--- config.mk ---
export PLATFORM = sky130hd
export DESIGN_NAME = hwpe_ctrl2obi_flat
export DESIGN_NICKNAME = d
export VERILOG_FILES = /design/src/rtl/hwpe_ctrl2obi_pkg.sv /design/src/rtl/hwpe_ctrl2obi_if.sv /design/src/rtl/hwpe_ctrl2obi_id_fifo.sv /design/src/rtl/hwpe_ctrl2obi.sv /design/src/flat_wrapper.sv
export SDC_FILE = /design/constraint.sdc
export NUM_CORES = 1
export LEC_CHECK = 0
export ABC_CLOCK_PERIOD_IN_PS = 1700
export CAP_MARGIN = 20
export CELL_PAD_IN_SITES_DETAIL_PLACEMENT = 0
export CELL_PAD_IN_SITES_GLOBAL_PLACEMENT = 1
export CORE_MARGIN = 5
export CORE_UTILIZATION = 20
export CTS_CLUSTER_DIAMETER = 150
export DETAILED_ROUTE_END_ITERATION = 8
export GPL_TIMING_DRIVEN = 0
export PLACE_DENSITY = 0.86
export SLEW_MARGIN = 25
export SYNTH_ARGS = -nofsm -noshare
export SYNTH_HDL_FRONTEND = slang
export SYNTH_SLANG_ARGS = --single-unit
--- constraint.sdc ---
create_clock -name clk_i -period 1.7 [get_ports clk_i]
set_input_delay 0.51 -clock clk_i [delete_from_list [all_inputs] [get_ports clk_i]]
set_output_delay 0.51 -clock clk_i [all_outputs]
set_load 0.02 [all_outputs]
--- src/rtl/hwpe_ctrl2obi_pkg.sv ---
`default_nettype none
// ============================================================================
// Module      : hwpe_ctrl2obi_pkg
// Description : Shared types and constants for the HWPE-ctrl to OBI bridge.
//               Holds the default bus widths and request/response structs for
//               both ports, the default ID-FIFO depth and width helpers.
// Revision    : 1.0 - initial release
// ============================================================================
package hwpe_ctrl2obi_pkg;

    localparam int c_addr_w                  = 32;
    localparam int c_data_w                  = 32;
    localparam int c_id_w                    = 8;
    localparam int c_default_max_outstanding = 2;

    // HWPE-ctrl target port, request direction (master -> bridge)
    typedef struct packed {
        logic                  req;
        logic [c_addr_w-1:0]   add;
        logic                  wen;
        logic [c_data_w/8-1:0] be;
        logic [c_data_w-1:0]   data;
        logic [c_id_w-1:0]     id;
    } hwpe_ctrl_req_t;

    // HWPE-ctrl target port, response direction (bridge -> master)
    typedef struct packed {
        logic                gnt;
        logic                r_valid;
        logic [c_data_w-1:0] r_data;
        logic [c_id_w-1:0]   r_id;
    } hwpe_ctrl_rsp_t;

    // OBI manager port, request direction (bridge -> subordinate)
    typedef struct packed {
        logic                  req;
        logic [c_addr_w-1:0]   addr;
        logic                  we;
        logic [c_data_w/8-1:0] be;
        logic [c_data_w-1:0]   wdata;
        logic                  rready;
    } core_obi_data_req_t;

    // OBI manager port, response direction (subordinate -> bridge)
    typedef struct packed {
        logic                gnt;
        logic                rvalid;
        logic [c_data_w-1:0] rdata;
        logic                err;
    } core_obi_data_rsp_t;

    // Width of a counter that must hold values 0..depth inclusive
    function automatic int cnt_width(input int depth);
        return $clog2(depth + 1);
    endfunction

    // Width of a pointer addressing depth entries; never below one bit
    function automatic int ptr_width(input int depth);
        return (depth > 1) ? $clog2(depth) : 1;
    endfunction

endpackage
`default_nettype wire

--- src/rtl/hwpe_ctrl2obi_if.sv ---
`default_nettype none
// ============================================================================
// Module      : hwpe_ctrl2obi_ctrl_if / hwpe_ctrl2obi_obi_if
// Description : Bus interfaces for the bridge. The ctrl interface carries the
//               HWPE-ctrl request/response; the obi interface carries the OBI
//               address and response phases. Modport "master" is the side
//               that issues requests, "slave" the side that answers them.
// Revision    : 1.0 - initial release
// ============================================================================
interface hwpe_ctrl2obi_ctrl_if
    import hwpe_ctrl2obi_pkg::*;
#(
    parameter int ADDR_W = c_addr_w,
    parameter int DATA_W = c_data_w,
    parameter int ID_W   = c_id_w
);
    logic                  req;
    logic [ADDR_W-1:0]     add;
    logic                  wen;      // 1 = read, 0 = write
    logic [DATA_W/8-1:0]   be;
    logic [DATA_W-1:0]     data;
    logic [ID_W-1:0]       id;
    logic                  gnt;
    logic                  r_valid;
    logic [DATA_W-1:0]     r_data;
    logic [ID_W-1:0]       r_id;

    modport master (
        output req, add, wen, be, data, id,
        input  gnt, r_valid, r_data, r_id
    );

    modport slave (
        input  req, add, wen, be, data, id,
        output gnt, r_valid, r_data, r_id
    );
endinterface

interface hwpe_ctrl2obi_obi_if
    import hwpe_ctrl2obi_pkg::*;
#(
    parameter int ADDR_W = c_addr_w,
    parameter int DATA_W = c_data_w
);
    logic                  req;
    logic                  gnt;
    logic [ADDR_W-1:0]     addr;
    logic                  we;       // 1 = write
    logic [DATA_W/8-1:0]   be;
    logic [DATA_W-1:0]     wdata;
    logic                  rvalid;
    logic                  rready;
    logic [DATA_W-1:0]     rdata;
    logic                  err;

    modport master (
        output req, addr, we, be, wdata, rready,
        input  gnt, rvalid, rdata, err
    );

    modport slave (
        input  req, addr, we, be, wdata, rready,
        output gnt, rvalid, rdata, err
    );
endinterface
`default_nettype wire

--- src/rtl/hwpe_ctrl2obi_id_fifo.sv ---
`default_nettype none
// ============================================================================
// Module      : hwpe_ctrl2obi_id_fifo
// Description : Synchronous FIFO holding the IDs of granted transactions.
//               Fall-through head read, any depth >= 1 (pointers wrap at
//               DEPTH, not at a power of two). Push is ignored when full and
//               pop is ignored when empty.
// Revision    : 1.0 - initial release
// ============================================================================
module hwpe_ctrl2obi_id_fifo
    import hwpe_ctrl2obi_pkg::*;
#(
    parameter int WIDTH = c_id_w,
    parameter int DEPTH = c_default_max_outstanding
) (
    input  wire logic                        clk,
    input  wire logic                        rst,
    input  wire logic                        push,
    input  wire logic [WIDTH-1:0]            wdata,
    input  wire logic                        pop,
    output logic      [WIDTH-1:0]            rdata,
    output logic                             full,
    output logic                             empty,
    output logic      [cnt_width(DEPTH)-1:0] count
);

    localparam int                  c_ptr_w = ptr_width(DEPTH);
    localparam int                  c_cnt_w = cnt_width(DEPTH);
    localparam logic [c_ptr_w-1:0]  c_last  = c_ptr_w'(DEPTH - 1);
    localparam logic [c_cnt_w-1:0]  c_depth = c_cnt_w'(DEPTH);

    logic [WIDTH-1:0]   r_mem [DEPTH];
    logic [c_ptr_w-1:0] r_wr_ptr;
    logic [c_ptr_w-1:0] r_rd_ptr;
    logic [c_cnt_w-1:0] r_count;
    logic               w_push;
    logic               w_pop;

    assign full  = (r_count == c_depth);
    assign empty = (r_count == '0);
    assign count = r_count;
    assign rdata = r_mem[r_rd_ptr];

    assign w_push = push & ~full;
    assign w_pop  = pop & ~empty;

    // Storage array; contents need no reset because count gates validity
    always_ff @(posedge clk) begin
        if (w_push) begin
            r_mem[r_wr_ptr] <= wdata;
        end
    end

    // Pointers wrap explicitly at DEPTH-1 so non-power-of-two depths work
    always_ff @(posedge clk) begin
        if (rst) begin
            r_wr_ptr <= '0;
            r_rd_ptr <= '0;
        end else begin
            if (w_push) begin
                r_wr_ptr <= (r_wr_ptr == c_last) ? '0 : r_wr_ptr + 1'b1;
            end
            if (w_pop) begin
                r_rd_ptr <= (r_rd_ptr == c_last) ? '0 : r_rd_ptr + 1'b1;
            end
        end
    end

    // Occupancy: simultaneous push and pop leave it unchanged
    always_ff @(posedge clk) begin
        if (rst) begin
            r_count <= '0;
        end else begin
            case ({w_push, w_pop})
                2'b10:   r_count <= r_count + 1'b1;
                2'b01:   r_count <= r_count - 1'b1;
                default: r_count <= r_count;
            endcase
        end
    end

endmodule
`default_nettype wire

--- src/rtl/hwpe_ctrl2obi.sv ---
`default_nettype none
// ============================================================================
// Module      : hwpe_ctrl2obi
// Description : HWPE-ctrl target to OBI manager bridge. Requests pass through
//               combinationally, throttled by the number of outstanding
//               transactions. OBI carries no ID here, so granted IDs are kept
//               in order in a FIFO and reattached to the registered response.
// Revision    : 1.0 - initial release
// ============================================================================
module hwpe_ctrl2obi
    import hwpe_ctrl2obi_pkg::*;
#(
    parameter int ADDR_W          = c_addr_w,
    parameter int DATA_W          = c_data_w,
    parameter int ID_W            = c_id_w,
    parameter int MAX_OUTSTANDING = c_default_max_outstanding
) (
    input  wire logic                                  clk_i,
    input  wire logic                                  rst_i,
    hwpe_ctrl2obi_ctrl_if.slave                        ctrl,
    hwpe_ctrl2obi_obi_if.master                        obi,
    output logic      [cnt_width(MAX_OUTSTANDING)-1:0] outstanding_o,
    output logic                                       err_o,
    output logic                                       unexpected_rsp_o
);

    localparam int c_cnt_w = cnt_width(MAX_OUTSTANDING);

    logic [ADDR_W-1:0]   w_addr;
    logic [DATA_W-1:0]   w_wdata;
    logic [DATA_W/8-1:0] w_be;
    logic                w_full;
    logic                w_empty;
    logic                w_obi_req;
    logic                w_push;
    logic                w_pop;
    logic                w_unexpected;
    logic [ID_W-1:0]     w_head_id;
    logic [c_cnt_w-1:0]  w_count;

    logic                r_rsp_valid;
    logic [DATA_W-1:0]   r_rsp_data;
    logic [ID_W-1:0]     r_rsp_id;
    logic                r_err;
    logic                r_unexpected;

    // ------------------------------------------------------------------
    // Address phase. Throttling looks only at the registered occupancy, so
    // a response arriving this cycle cannot open the gate in the same cycle
    // and there is no rvalid -> gnt path.
    // ------------------------------------------------------------------
    assign w_addr    = ctrl.add;
    assign w_wdata   = ctrl.data;
    assign w_be      = ctrl.be;

    assign w_obi_req = ctrl.req & ~w_full;
    assign w_push    = obi.gnt & w_obi_req;

    assign obi.req    = w_obi_req;
    assign obi.addr   = w_addr;
    assign obi.wdata  = w_wdata;
    assign obi.be     = w_be;
    assign obi.we     = ~ctrl.wen;
    assign obi.rready = 1'b1;
    assign ctrl.gnt   = w_push;

    // ------------------------------------------------------------------
    // Response phase. The pop decision uses pre-push emptiness, so an
    // rvalid that lands together with the first grant is still stray.
    // ------------------------------------------------------------------
    assign w_pop        = obi.rvalid & ~w_empty;
    assign w_unexpected = obi.rvalid & w_empty;

    hwpe_ctrl2obi_id_fifo #(
        .WIDTH (ID_W),
        .DEPTH (MAX_OUTSTANDING)
    ) u_id_fifo (
        .clk   (clk_i),
        .rst   (rst_i),
        .push  (w_push),
        .wdata (ctrl.id),
        .pop   (w_pop),
        .rdata (w_head_id),
        .full  (w_full),
        .empty (w_empty),
        .count (w_count)
    );

    // Registered response: one-cycle valid pulse, data/ID hold between pulses
    always_ff @(posedge clk_i) begin
        if (rst_i) begin
            r_rsp_valid <= 1'b0;
            r_rsp_data  <= '0;
            r_rsp_id    <= '0;
        end else begin
            r_rsp_valid <= w_pop;
            if (w_pop) begin
                r_rsp_data <= obi.rdata;
                r_rsp_id   <= w_head_id;
            end
        end
    end

    // Sticky status flags, cleared only by reset
    always_ff @(posedge clk_i) begin
        if (rst_i) begin
            r_err        <= 1'b0;
            r_unexpected <= 1'b0;
        end else begin
            if (obi.rvalid & obi.err) begin
                r_err <= 1'b1;
            end
            if (w_unexpected) begin
                r_unexpected <= 1'b1;
            end
        end
    end

    assign ctrl.r_valid     = r_rsp_valid;
    assign ctrl.r_data      = r_rsp_data;
    assign ctrl.r_id        = r_rsp_id;
    assign outstanding_o    = w_count;
    assign err_o            = r_err;
    assign unexpected_rsp_o = r_unexpected;

endmodule
`default_nettype wire

--- src/flat_wrapper.sv ---
// flat-port wrapper written by rule: the top's interface ports become plain ports
module hwpe_ctrl2obi_flat import hwpe_ctrl2obi_pkg::*;
#(
    parameter int ADDR_W          = c_addr_w,
    parameter int DATA_W          = c_data_w,
    parameter int ID_W            = c_id_w,
    parameter int MAX_OUTSTANDING = c_default_max_outstanding
)
  (clk_i, rst_i, outstanding_o, err_o, unexpected_rsp_o, ctrl_req, ctrl_add, ctrl_wen, ctrl_be, ctrl_data, ctrl_id, ctrl_gnt, ctrl_r_valid, ctrl_r_data, ctrl_r_id, obi_req, obi_addr, obi_we, obi_be, obi_wdata, obi_rready, obi_gnt, obi_rvalid, obi_rdata, obi_err);
  hwpe_ctrl2obi_ctrl_if #(.ADDR_W(ADDR_W), .DATA_W(DATA_W), .ID_W(ID_W)) ctrl_i ();
  hwpe_ctrl2obi_obi_if #(.ADDR_W(ADDR_W), .DATA_W(DATA_W)) obi_i ();
  input  wire logic clk_i;
  input  wire logic rst_i;
  output logic      [cnt_width(MAX_OUTSTANDING)-1:0] outstanding_o;
  output logic err_o;
  output logic unexpected_rsp_o;
  input wire logic [$bits(ctrl_i.req)-1:0] ctrl_req;
  input wire logic [$bits(ctrl_i.add)-1:0] ctrl_add;
  input wire logic [$bits(ctrl_i.wen)-1:0] ctrl_wen;
  input wire logic [$bits(ctrl_i.be)-1:0] ctrl_be;
  input wire logic [$bits(ctrl_i.data)-1:0] ctrl_data;
  input wire logic [$bits(ctrl_i.id)-1:0] ctrl_id;
  output wire logic [$bits(ctrl_i.gnt)-1:0] ctrl_gnt;
  output wire logic [$bits(ctrl_i.r_valid)-1:0] ctrl_r_valid;
  output wire logic [$bits(ctrl_i.r_data)-1:0] ctrl_r_data;
  output wire logic [$bits(ctrl_i.r_id)-1:0] ctrl_r_id;
  output wire logic [$bits(obi_i.req)-1:0] obi_req;
  output wire logic [$bits(obi_i.addr)-1:0] obi_addr;
  output wire logic [$bits(obi_i.we)-1:0] obi_we;
  output wire logic [$bits(obi_i.be)-1:0] obi_be;
  output wire logic [$bits(obi_i.wdata)-1:0] obi_wdata;
  output wire logic [$bits(obi_i.rready)-1:0] obi_rready;
  input wire logic [$bits(obi_i.gnt)-1:0] obi_gnt;
  input wire logic [$bits(obi_i.rvalid)-1:0] obi_rvalid;
  input wire logic [$bits(obi_i.rdata)-1:0] obi_rdata;
  input wire logic [$bits(obi_i.err)-1:0] obi_err;
  assign ctrl_i.req = ctrl_req;
  assign ctrl_i.add = ctrl_add;
  assign ctrl_i.wen = ctrl_wen;
  assign ctrl_i.be = ctrl_be;
  assign ctrl_i.data = ctrl_data;
  assign ctrl_i.id = ctrl_id;
  assign ctrl_gnt = ctrl_i.gnt;
  assign ctrl_r_valid = ctrl_i.r_valid;
  assign ctrl_r_data = ctrl_i.r_data;
  assign ctrl_r_id = ctrl_i.r_id;
  assign obi_req = obi_i.req;
  assign obi_addr = obi_i.addr;
  assign obi_we = obi_i.we;
  assign obi_be = obi_i.be;
  assign obi_wdata = obi_i.wdata;
  assign obi_rready = obi_i.rready;
  assign obi_i.gnt = obi_gnt;
  assign obi_i.rvalid = obi_rvalid;
  assign obi_i.rdata = obi_rdata;
  assign obi_i.err = obi_err;
  hwpe_ctrl2obi #(.ADDR_W(ADDR_W), .DATA_W(DATA_W), .ID_W(ID_W), .MAX_OUTSTANDING(MAX_OUTSTANDING)) u_core (.clk_i(clk_i), .rst_i(rst_i), .ctrl(ctrl_i), .obi(obi_i), .outstanding_o(outstanding_o), .err_o(err_o), .unexpected_rsp_o(unexpected_rsp_o));
endmodule
==> results of run 1 <==
-- power by group --
| part | leakage, nW | total, W | switching (W) | internal [W] |
|---|---|---|---|---|
| Sequential | 0.531 | 0.00195 | 0.000136 | 0.00182 |
| Clock | 0.129 | 0.00166 | 0.000680 | 0.000983 |
| Combinational | 1.63 | 0.00235 | 0.00130 | 0.00106 |
| Total | 2.29 | 0.00597 | 0.00211 | 0.00386 |
-- per-stage QoR --
| step | TNS [ns] | hold WS, ns | area, µm² | utilization |
|---|---|---|---|---|
| finish | 0 | 0.451 | 5040 | 0.365 |
| global placement | -23.45 | 0.443 | 4670 | 0.338 |
| floorplan | 0 | 0.533 | 2830 | - |
| detailed placement | -25.12 | 0.449 | 4670 | 0.338 |
| global route | -0.443 | 0.474 | 5040 | 0.365 |
| CTS | -0.0526 | 0.455 | 4980 | 0.360 |
-- synth_stat cells, drive strengths merged --
master  count
inv         6
nand2      64
edfxtp     16
xnor2       2
a21oi      34
dfxtp      47
ha          1
mux2i       8
a31oi       1
a21boi      1
conb        1
buf        80
o211ai      1
or3         1
o21ai       2
a211oi      8
nor2       17
clkbuf      4
mux2        1
xor2        1
-- repair_timing --
action                     in CTS  in global routing
setup endpoints to repair      79                 40
buffers inserted                8                  2
cloned                          0                  0
pin swaps                       3                  2
hold buffers                    0                  0
resized for setup              81                 24
-- sequential cells by signal, summed over array words and instances, names as in the netlist --
name and flops:
u_core.ctrl.r_valid 1, u_core.u_id_fifo.r_mem 16, u_core.u_id_fifo.r_wr_ptr 1, u_core.u_id_fifo.r_rd_ptr 1
u_core.ctrl.r_id 8, u_core.unexpected_rsp_o 1, u_core.u_id_fifo.count 2, u_core.err_o 1
u_core.ctrl.r_data 32
-- worst paths after layout --
kind	slack, ns	start	end
worst min-delay path	0.45	u_core.ctrl.r_data[19]	u_core.ctrl.r_data[19]
worst max-delay path	0.01	ctrl_add[3]	obi_addr[3]
worst min register to register	0.45	u_core.ctrl.r_data[19]	u_core.ctrl.r_data[19]
worst max register to register	0.05	u_core.u_id_fifo.count[0]	u_core.u_id_fifo.count[1]
-- cell families after synthesis --
family          synth area share
compound gates             0.113
xor+xnor                 0.00934
fa+ha+maj                0.00445
buf+inv                    0.224
flops                      0.505
mux                       0.0325
other cells              0.00133
simple gates               0.110
-- layer usage --
metal / GRT usage / part of all wire
met1: 0.106 / 0.35
met2: 0.179 / 0.50
met3: 0.0490 / 0.12
met4: 0.0482 / 0.023
met5: 0 / 0
-- area by class of cell --
type                            count  area, µm²  share of cell area
Inverter                            6       25.0             0.00496
Buffer                             84        622               0.123
Timing Repair Buffer              172       1670               0.330
Clock inverter                      7       50.0             0.00992
Sequential cell                    63       1430               0.283
Clock buffer                        9        225              0.0447
Tap cell                          180        225              0.0447
Multi-Input combinational cell    143        805               0.160
==> impl_metrics.csv, run 1 <==
group,metric,value,unit
grt,grt_usage,0.103,
placement,dp.cells,638,
critical_path,cp.depth,2,
floorplanning,die_area,0.0165,mm²
routing,vias,2588,
placement,place.port_buffers,162,
critical_path,cp-start-kind,"input pin",
routing,routed_wl,9050,µm
timing,fin_crit,1.69,ns
logic_synthesis,syn_area_per_cell,9.50,µm²
layout,fin_nets,595,
grt,grt_pass1_vias,2619,
timing,fmax,592,MHz
grt,antenna_found_initial,0,
placement,dp_slack,-0.793,ns
critical_path,criticalPathCategory,"in2out",
logic_synthesis,ys_ff_latch,63,
layout,drive_above_1_share,0.271,
critical_path,crit_buf_inv,2,
layout,fin_cells,664,
routing,drc,0,
layout,area_growth,79.3,%
timing,maxSlewViolCount,0,
critical_path,critPathSlowestCell,"clkdlybuf4s50_1",
logic_synthesis,synth.area.top_cells,"dfxtp_1 33%, buf_4 20%, edfxtp_1 17%",
floorplanning,core,0.0138,mm²
timing,setup_viol,0,
grt,grt_pass1_wl,13000,µm
clock_tree,clk_pin_slew_worst_paths,0.05,ns
logic_synthesis,synth_top_area_share,0.335,
clock_tree,h-tree-depth,3,
logic_synthesis,synthesis.area,0.00281,mm²
grt,grt-ovfl-total,0,
logic_synthesis,syn_inst,296,
routing,wl_per_cell,13.6,µm
clock_tree,clk_path_buf_depth,2,
critical_path,slowest_delay,0.59,ns
timing,grt_setup_unrepaired,"true",
routing,ant_nets,0,
clock_tree,cts_buffers,9,
logic_synthesis,ys_warn_count,0,
power_and_ir_drop,peakVddDrop,474,µV
floorplanning,dieHeight,129,µm
critical_path,critPathCaptureType,"output port",
flow_run,maxCapViolations,0,
critical_path,crit_chain,"buf_4 -> clkdlybuf4s50_1",
critical_path,path_max_fanout,1,
critical_path,required,1.19,ns
routing,drt-initial-drc-count,97,
timing,period_share,0.994,
power_and_ir_drop,power.leakage,2.29,nW
layout,layout_commonest_cell,"clkdlybuf4s50_1",
placement,hpwl,7110,µm
critical_path,critPathTopFamily,"buffers and inverters",
clock_tree,clk_latency,0.33,ns
timing,worstMarginPinSlew,0.540,ns
layout,final_cell_mix,"91 x clkdlybuf4s50_1, 83 x buf_4, 64 x nand2_1, 51 x dlygate4sd2_1, 45 x dfxtp_1",
logic_synthesis,yosysUniqueCellTypes,24,
routing,vias_per_cell,3.90,
timing,finalHoldViolCount,0,
routing,firstDrtPassIters,4,
power_and_ir_drop,p_per_area,1180,mW/mm²
worst_hold_path,holdPathStages,2,
clock_tree,clkSinkCount,63,
critical_path,rr_worst_depth,7,
worst_hold_path,worstHoldPathType,"reg2reg",
floorplanning,die_w,129,µm
critical_path,critPathArrivalTime,1.18,ns
floorplanning,io_pins,232,
grt,grt_max_degree,13,
layout,diodes,0,
timing,layout_setup_ws,0.0102,ns
power_and_ir_drop,power.total,0.00597,W
placement,place.gp.congestion,0.745,
logic_synthesis,synth.largest_area_cell,"dfxtp_1",
timing,relSlewSlack,0.640,
floorplanning,rows,43,
outcome,outcome,"finished, final reports clean",
logic_synthesis,syn_nets,412,
clock_tree,root_buffer,"clkbuf_16",
logic_synthesis,synth-seq-area-share,0.505,
layout,fillers,1364,
timing,clock-skew-final,0.00627,ns
clock_tree,cts_tree,"yes",
floorplanning,start_util,0.203,
Power figures use the tool's default switching activity.
==> inputs of run 2 (changes only) <==
- ABC_CLOCK_PERIOD_IN_PS: 1700 -> 2000
- CORE_UTILIZATION: 20 -> 24
- PLACE_DENSITY: 0.86 -> 0.9
- SETUP_SLACK_MARGIN: unset -> 0.05
- clock period: 1.7 -> 2 ns (I/O delays scaled with it)
==> run 2 against run 1 <==
Largest cell class unchanged. Non-clock buffer count is 7 lower. Flip-flop and latch count stayed put. Clock skew up 0.00057 ns. Clock power is 7% lower. Worst setup slack better by 0.10 ns. Hold slack improved by 0.0015 ns. Critical endpoint is now ctrl_r_id[4]. Via count down 1.8%. Critical path depth down 1. Core utilization increased by 6.7 points.
==> impl_metrics.csv, run 2 (synthesized netlist as in run 1, its figures left out) <==
group,metric,value,unit
outcome,outcome,"finished, final reports clean",
critical_path,slowest_delay,0.62,ns
floorplanning,rows,39,
layout,fillers,1113,
critical_path,critPathCaptureType,"output port",
layout,layout_commonest_cell,"clkdlybuf4s50_1",
clock_tree,cts_tree,"yes",
grt,grt_pass1_vias,2566,
layout,ff_latch_area,0.00142,mm²
placement,dp.cells,601,
floorplanning,die_area,0.0140,mm²
grt,grt-ovfl-total,0,
power_and_ir_drop,peakVddDrop,519,µV
critical_path,crit_chain,"clkdlybuf4s50_1",
timing,fmax,530,MHz
layout,largest_reg_flops,32,
grt,grt_pass1_wl,13600,µm
timing,maxSlewViolCount,0,
routing,routed_wl,8540,µm
worst_hold_path,holdPathStages,2,
critical_path,cp-start-kind,"flop",
clock_tree,clk_path_buf_depth,2,
critical_path,required,1.40,ns
timing,clock-skew-final,0.00684,ns
timing,grt_setup_unrepaired,"false",
timing,period_share,0.943,
timing,setup_viol,0,
layout,fin_cells,620,
floorplanning,start_util,0.245,
critical_path,rr_worst_depth,7,
placement,place.gp.congestion,0.693,
layout,utilization,0.432,
clock_tree,clk_latency,0.32,ns
routing,ant_nets,0,
worst_hold_path,worstHoldPathType,"reg2reg",
critical_path,critPathTopFamily,"buffers and inverters",
placement,hpwl,6740,µm
critical_path,crit_buf_inv,1,
critical_path,critPathSlowestCell,"clkdlybuf4s50_1",
layout,diodes,0,
routing,firstDrtPassIters,4,
grt,grt_usage,0.120,
layout,multi_input_area,791,µm²
routing,vias_per_cell,4.10,
clock_tree,clkSinkCount,63,
grt,antenna_found_initial,0,
routing,vias,2541,
clock_tree,root_buffer,"clkbuf_16",
grt,grt_max_degree,13,
floorplanning,die_w,118,µm
placement,place.port_buffers,162,
critical_path,cp.depth,1,
timing,finalHoldViolCount,0,
timing,worstMarginPinSlew,0.727,ns
flow_run,maxCapViolations,0,
routing,drc,0,
layout,fin_nets,588,
power_and_ir_drop,power.leakage,1.92,nW
clock_tree,cts_buffers,9,
floorplanning,io_pins,232,
layout,drive_above_1_share,0.245,
routing,drt-initial-drc-count,65,
critical_path,critPathArrivalTime,1.29,ns
timing,relSlewSlack,0.514,
routing,wl_per_cell,13.8,µm
critical_path,criticalPathCategory,"reg2out",
timing,fin_crit,1.89,ns
critical_path,path_max_fanout,2,
clock_tree,clk_pin_slew_worst_paths,0.06,ns
clock_tree,h-tree-depth,3,
layout,final_cell_mix,"155 x clkdlybuf4s50_1, 79 x buf_4, 64 x nand2_1, 46 x dfxtp_1, 33 x a21oi_1",
layout,area_growth,76.1,%
clock_tree,holdBufCountCts,0,
power_and_ir_drop,p_per_area,1050,mW/mm²
floorplanning,dieHeight,118,µm
floorplanning,core,0.0115,mm²
run 2: cell count changes in the layout (fill, tap and decap cells not counted), moves of 3 or more:
cell             before  now
dlymetal6s2s_1       16    1
clkbuf_2              3    0
dlygate4sd2_1        51    3
clkdlybuf4s50_1      91  155
buf_4                83   79
clkbuf_1              1    4
run 2: worst paths after layout:
kind	start	endpoint	slack, ns
worst max register to register	u_core.u_id_fifo.count[0]	u_core.u_id_fifo.count[1]	0.26
worst min register to register	u_core.ctrl.r_data[29]	u_core.ctrl.r_data[29]	0.45
worst min-delay path	u_core.ctrl.r_data[29]	u_core.ctrl.r_data[29]	0.45
worst max-delay path	u_core.ctrl.r_id[4]	ctrl_r_id[4]	0.11
run 2: where the power goes:
group | switching, W | leakage [nW] | internal (W) | total [W]
logic | 0.00106 | 1.25 | 0.000957 | 0.00202
registers | 0.000114 | 0.530 | 0.00154 | 0.00166
clock network | 0.000579 | 0.143 | 0.000965 | 0.00154
total | 0.00175 | 1.92 | 0.00346 | 0.00521
run 2: per-layer routing:
layer,up-vias,GRT usage,wire length [µm]
met2,146,0.211,4290
met3,7,0.0597,1060
li1,1243,-,-
met5,-,0,0
met4,0,0.0366,78
met1,1145,0.124,3120
run 2: area by class of cell:
type,count,area share
buffer,84,0.123
clock buffer,9,0.0455
inverter,6,0.00455
tap,143,0.0361
sequential,63,0.287
timing repair buffer,165,0.330
multi-input combinational,143,0.160
clock inverter,7,0.0147
run 2: repair_timing:
| item | 4_1_cts | 5_1_grt |
|---|---|---|
| resized for setup | 20 | 5 |
| hold endpoints to repair | 0 | 0 |
| setup endpoints to repair | 5 | 3 |
| pin swaps | 0 | 2 |
| buffers inserted | 1 | 2 |
run 2: metrics by stage:
stage | cell area, µm² | hold WS [ns] | setup slack (ns) | power (W) | TNS, ns
floorplan | 2810 | 0.533 | 0.165 | 0.00282 | 0
global placement | 4610 | 0.442 | -0.587 | 0.00364 | -8.90
detailed placement | 4610 | 0.449 | -0.584 | 0.00368 | -9.75
CTS | 4920 | 0.453 | -0.0542 | 0.00527 | -0.0542
global route | 4950 | 0.472 | 0.0479 | 0.00551 | 0
finish | 4950 | 0.452 | 0.113 | 0.00521 | 0
==> inputs of run 3 (changes only) <==
- CTS_BUF_LIST: unset -> sky130_fd_sc_hd__clkbuf_4
- SETUP_SLACK_MARGIN: 0.05 -> unset
==> run 3 against run 2 <==
Critical path depth stayed put. Fmax is 1.6% lower. Cell area is 3.3% lower. Total power is 15% lower. Largest cell class unchanged. Largest power group unchanged.
==> impl_metrics.csv, run 3 (synthesized netlist as in run 1, its figures left out) <==
group,metric,value,unit
outcome,outcome,"finished, final reports clean",
routing,firstDrtPassIters,4,
timing,clock-skew-final,0.0141,ns
floorplanning,die_area,0.0140,mm²
critical_path,critPathCaptureType,"output port",
clock_tree,cts_tree,"yes",
timing,finalHoldViolCount,0,
routing,routed_wl,8520,µm
critical_path,cp-start-kind,"flop",
worst_hold_path,worstHoldPathType,"reg2reg",
timing,fin_crit,1.92,ns
layout,final_area,0.00479,mm²
critical_path,critPathTopFamily,"buffers and inverters",
layout,fin_nets,588,
floorplanning,io_pins,232,
power_and_ir_drop,power.leakage,2.26,nW
critical_path,crit_end,"ctrl_r_data[0]",
placement,place.gp.congestion,0.693,
grt,grt-ovfl-total,0,
critical_path,required,1.40,ns
clock_tree,clk_path_buf_depth,2,
critical_path,crit_chain,"clkdlybuf4s50_1",
placement,hpwl,6740,µm
grt,antenna_found_initial,0,
grt,grt_max_degree,13,
timing,fmax,522,MHz
clock_tree,root_buffer,"clkbuf_4",
placement,placed_area,0.00461,mm²
grt,grt_usage,0.119,
floorplanning,core,0.0115,mm²
critical_path,criticalPathCategory,"reg2out",
layout,layout_commonest_cell,"clkdlybuf4s50_1",
layout,drive_above_1_share,0.247,
routing,ant_nets,0,
clock_tree,cts_buffers,9,
routing,vias,2530,
clock_tree,clk_latency,0.39,ns
floorplanning,die_w,118,µm
timing,worstMarginPinSlew,0.733,ns
routing,vias_per_cell,4.08,
power_and_ir_drop,peakVddDrop,429,µV
placement,place.port_buffers,162,
critical_path,path_max_fanout,2,
floorplanning,start_util,0.245,
critical_path,crit_buf_inv,1,
critical_path,cp.depth,1,
floorplanning,rows,39,
critical_path,slowest_delay,0.60,ns
timing,setup_tns,0,ns
timing,maxSlewViolCount,0,
floorplanning,dieHeight,118,µm
grt,grt_pass1_wl,13500,µm
power_and_ir_drop,p_per_area,924,mW/mm²
routing,drc,0,
timing,period_share,0.958,
clock_tree,clk_pin_slew_worst_paths,0.11,ns
critical_path,rr_startpoint,"u_core.u_id_fifo.count[0]",
critical_path,worstSetupStartpoint,"u_core.ctrl.r_data[0]",
grt,grt_pass1_vias,2551,
clock_tree,clkSinkCount,63,
layout,area_growth,70.3,%
routing,drt-initial-drc-count,43,
critical_path,regToRegSetupSlack,0.14,ns
routing,wl_per_cell,13.7,µm
worst_hold_path,holdPathStages,2,
layout,diodes,0,
flow_run,maxCapViolations,0,
critical_path,critPathArrivalTime,1.32,ns
clock_tree,h-tree-depth,3,
layout,largest_reg_flops,32,
timing,setup_viol,0,
layout,final_cell_mix,"112 x clkdlybuf4s50_1, 78 x buf_4, 64 x nand2_1, 45 x dfxtp_1, 33 x a21oi_1",
layout,utilization,0.418,
critical_path,reg2reg_to,"u_core.u_id_fifo.count[1]",
critical_path,rr_worst_depth,7,
critical_path,critPathSlowestCell,"clkdlybuf4s50_1",
timing,relSlewSlack,0.509,
==> run 3: cell types whose count changed in the layout (fill, tap and decap cells not counted), sizes merged <==
cell           before  now
dlymetal6s2s        1   18
clkdlybuf4s50     155  112
buf                86   85
dlygate4sd2         3   29
clkbuf             13   14
==> run 3: timing repair <==
action | 4_1_cts | 5_1_grt
pin swaps | 0 | 1
hold buffers | 0 | 0
gates resized for setup | 44 | 24
setup buffers | 1 | 2
endpoints found under the setup margin | 31 | 21
cloned | 0 | 0
==> run 3: report_power, final <==
part	leakage [nW]	total [W]	internal, W	switching, W
clock	0.0739	0.000874	0.000383	0.000490
sequential	0.531	0.00165	0.00154	0.000105
combinational	1.65	0.00190	0.000855	0.00105
total	2.26	0.00442	0.00278	0.00164
==> run 3: metrics by stage <==
stage	hold slack, ns	instances	power, W	worst slack [ns]
finish	0.457	620	0.00442	0.0834
global route	0.478	620	0.00472	-0.00474
CTS	0.461	618	0.00452	-0.0614
detailed placement	0.449	601	0.00368	-0.584
global placement	0.442	601	0.00364	-0.587
floorplan	0.533	296	0.00282	0.165
==> run 3: layout make-up <==
cell class / instances / area (µm²)
Timing Repair Buffer: 165 / 1640
Multi-Input combinational cell: 143 / 774
Inverter: 6 / 22.5
Tap cell: 143 / 179
Fill cell: 1141 / 6680
Buffer: 84 / 607
Sequential cell: 63 / 1430
Clock inverter: 7 / 72.6
Clock buffer: 9 / 67.6
==> run 3: layer usage <==
| metal | part of all wire | GRT usage | wire (µm) | vias to the layer above |
|---|---|---|---|---|
| met5 | 0 | 0 | 0 | - |
| met4 | 0.0031 | 0.0301 | 26 | 0 |
| met3 | 0.13 | 0.0630 | 1110 | 2 |
| met2 | 0.51 | 0.211 | 4360 | 147 |
| met1 | 0.35 | 0.122 | 3020 | 1138 |
| li1 | - | - | - | 1243 |
==> run 3: worst min-delay path by stage <==
stage | from | end | slack, ns
finish | u_core.ctrl.r_data[5] | u_core.ctrl.r_data[5] | 0.46
floorplan | u_core.ctrl.r_data[0] | u_core.ctrl.r_data[0] | 0.53
global route | u_core.ctrl.r_data[16] | u_core.ctrl.r_data[16] | 0.48
CTS | u_core.ctrl.r_data[29] | u_core.ctrl.r_data[29] | 0.46
detailed placement | u_core.ctrl.r_data[5] | u_core.ctrl.r_data[5] | 0.45
global placement | u_core.ctrl.r_data[20] | u_core.ctrl.r_data[20] | 0.44
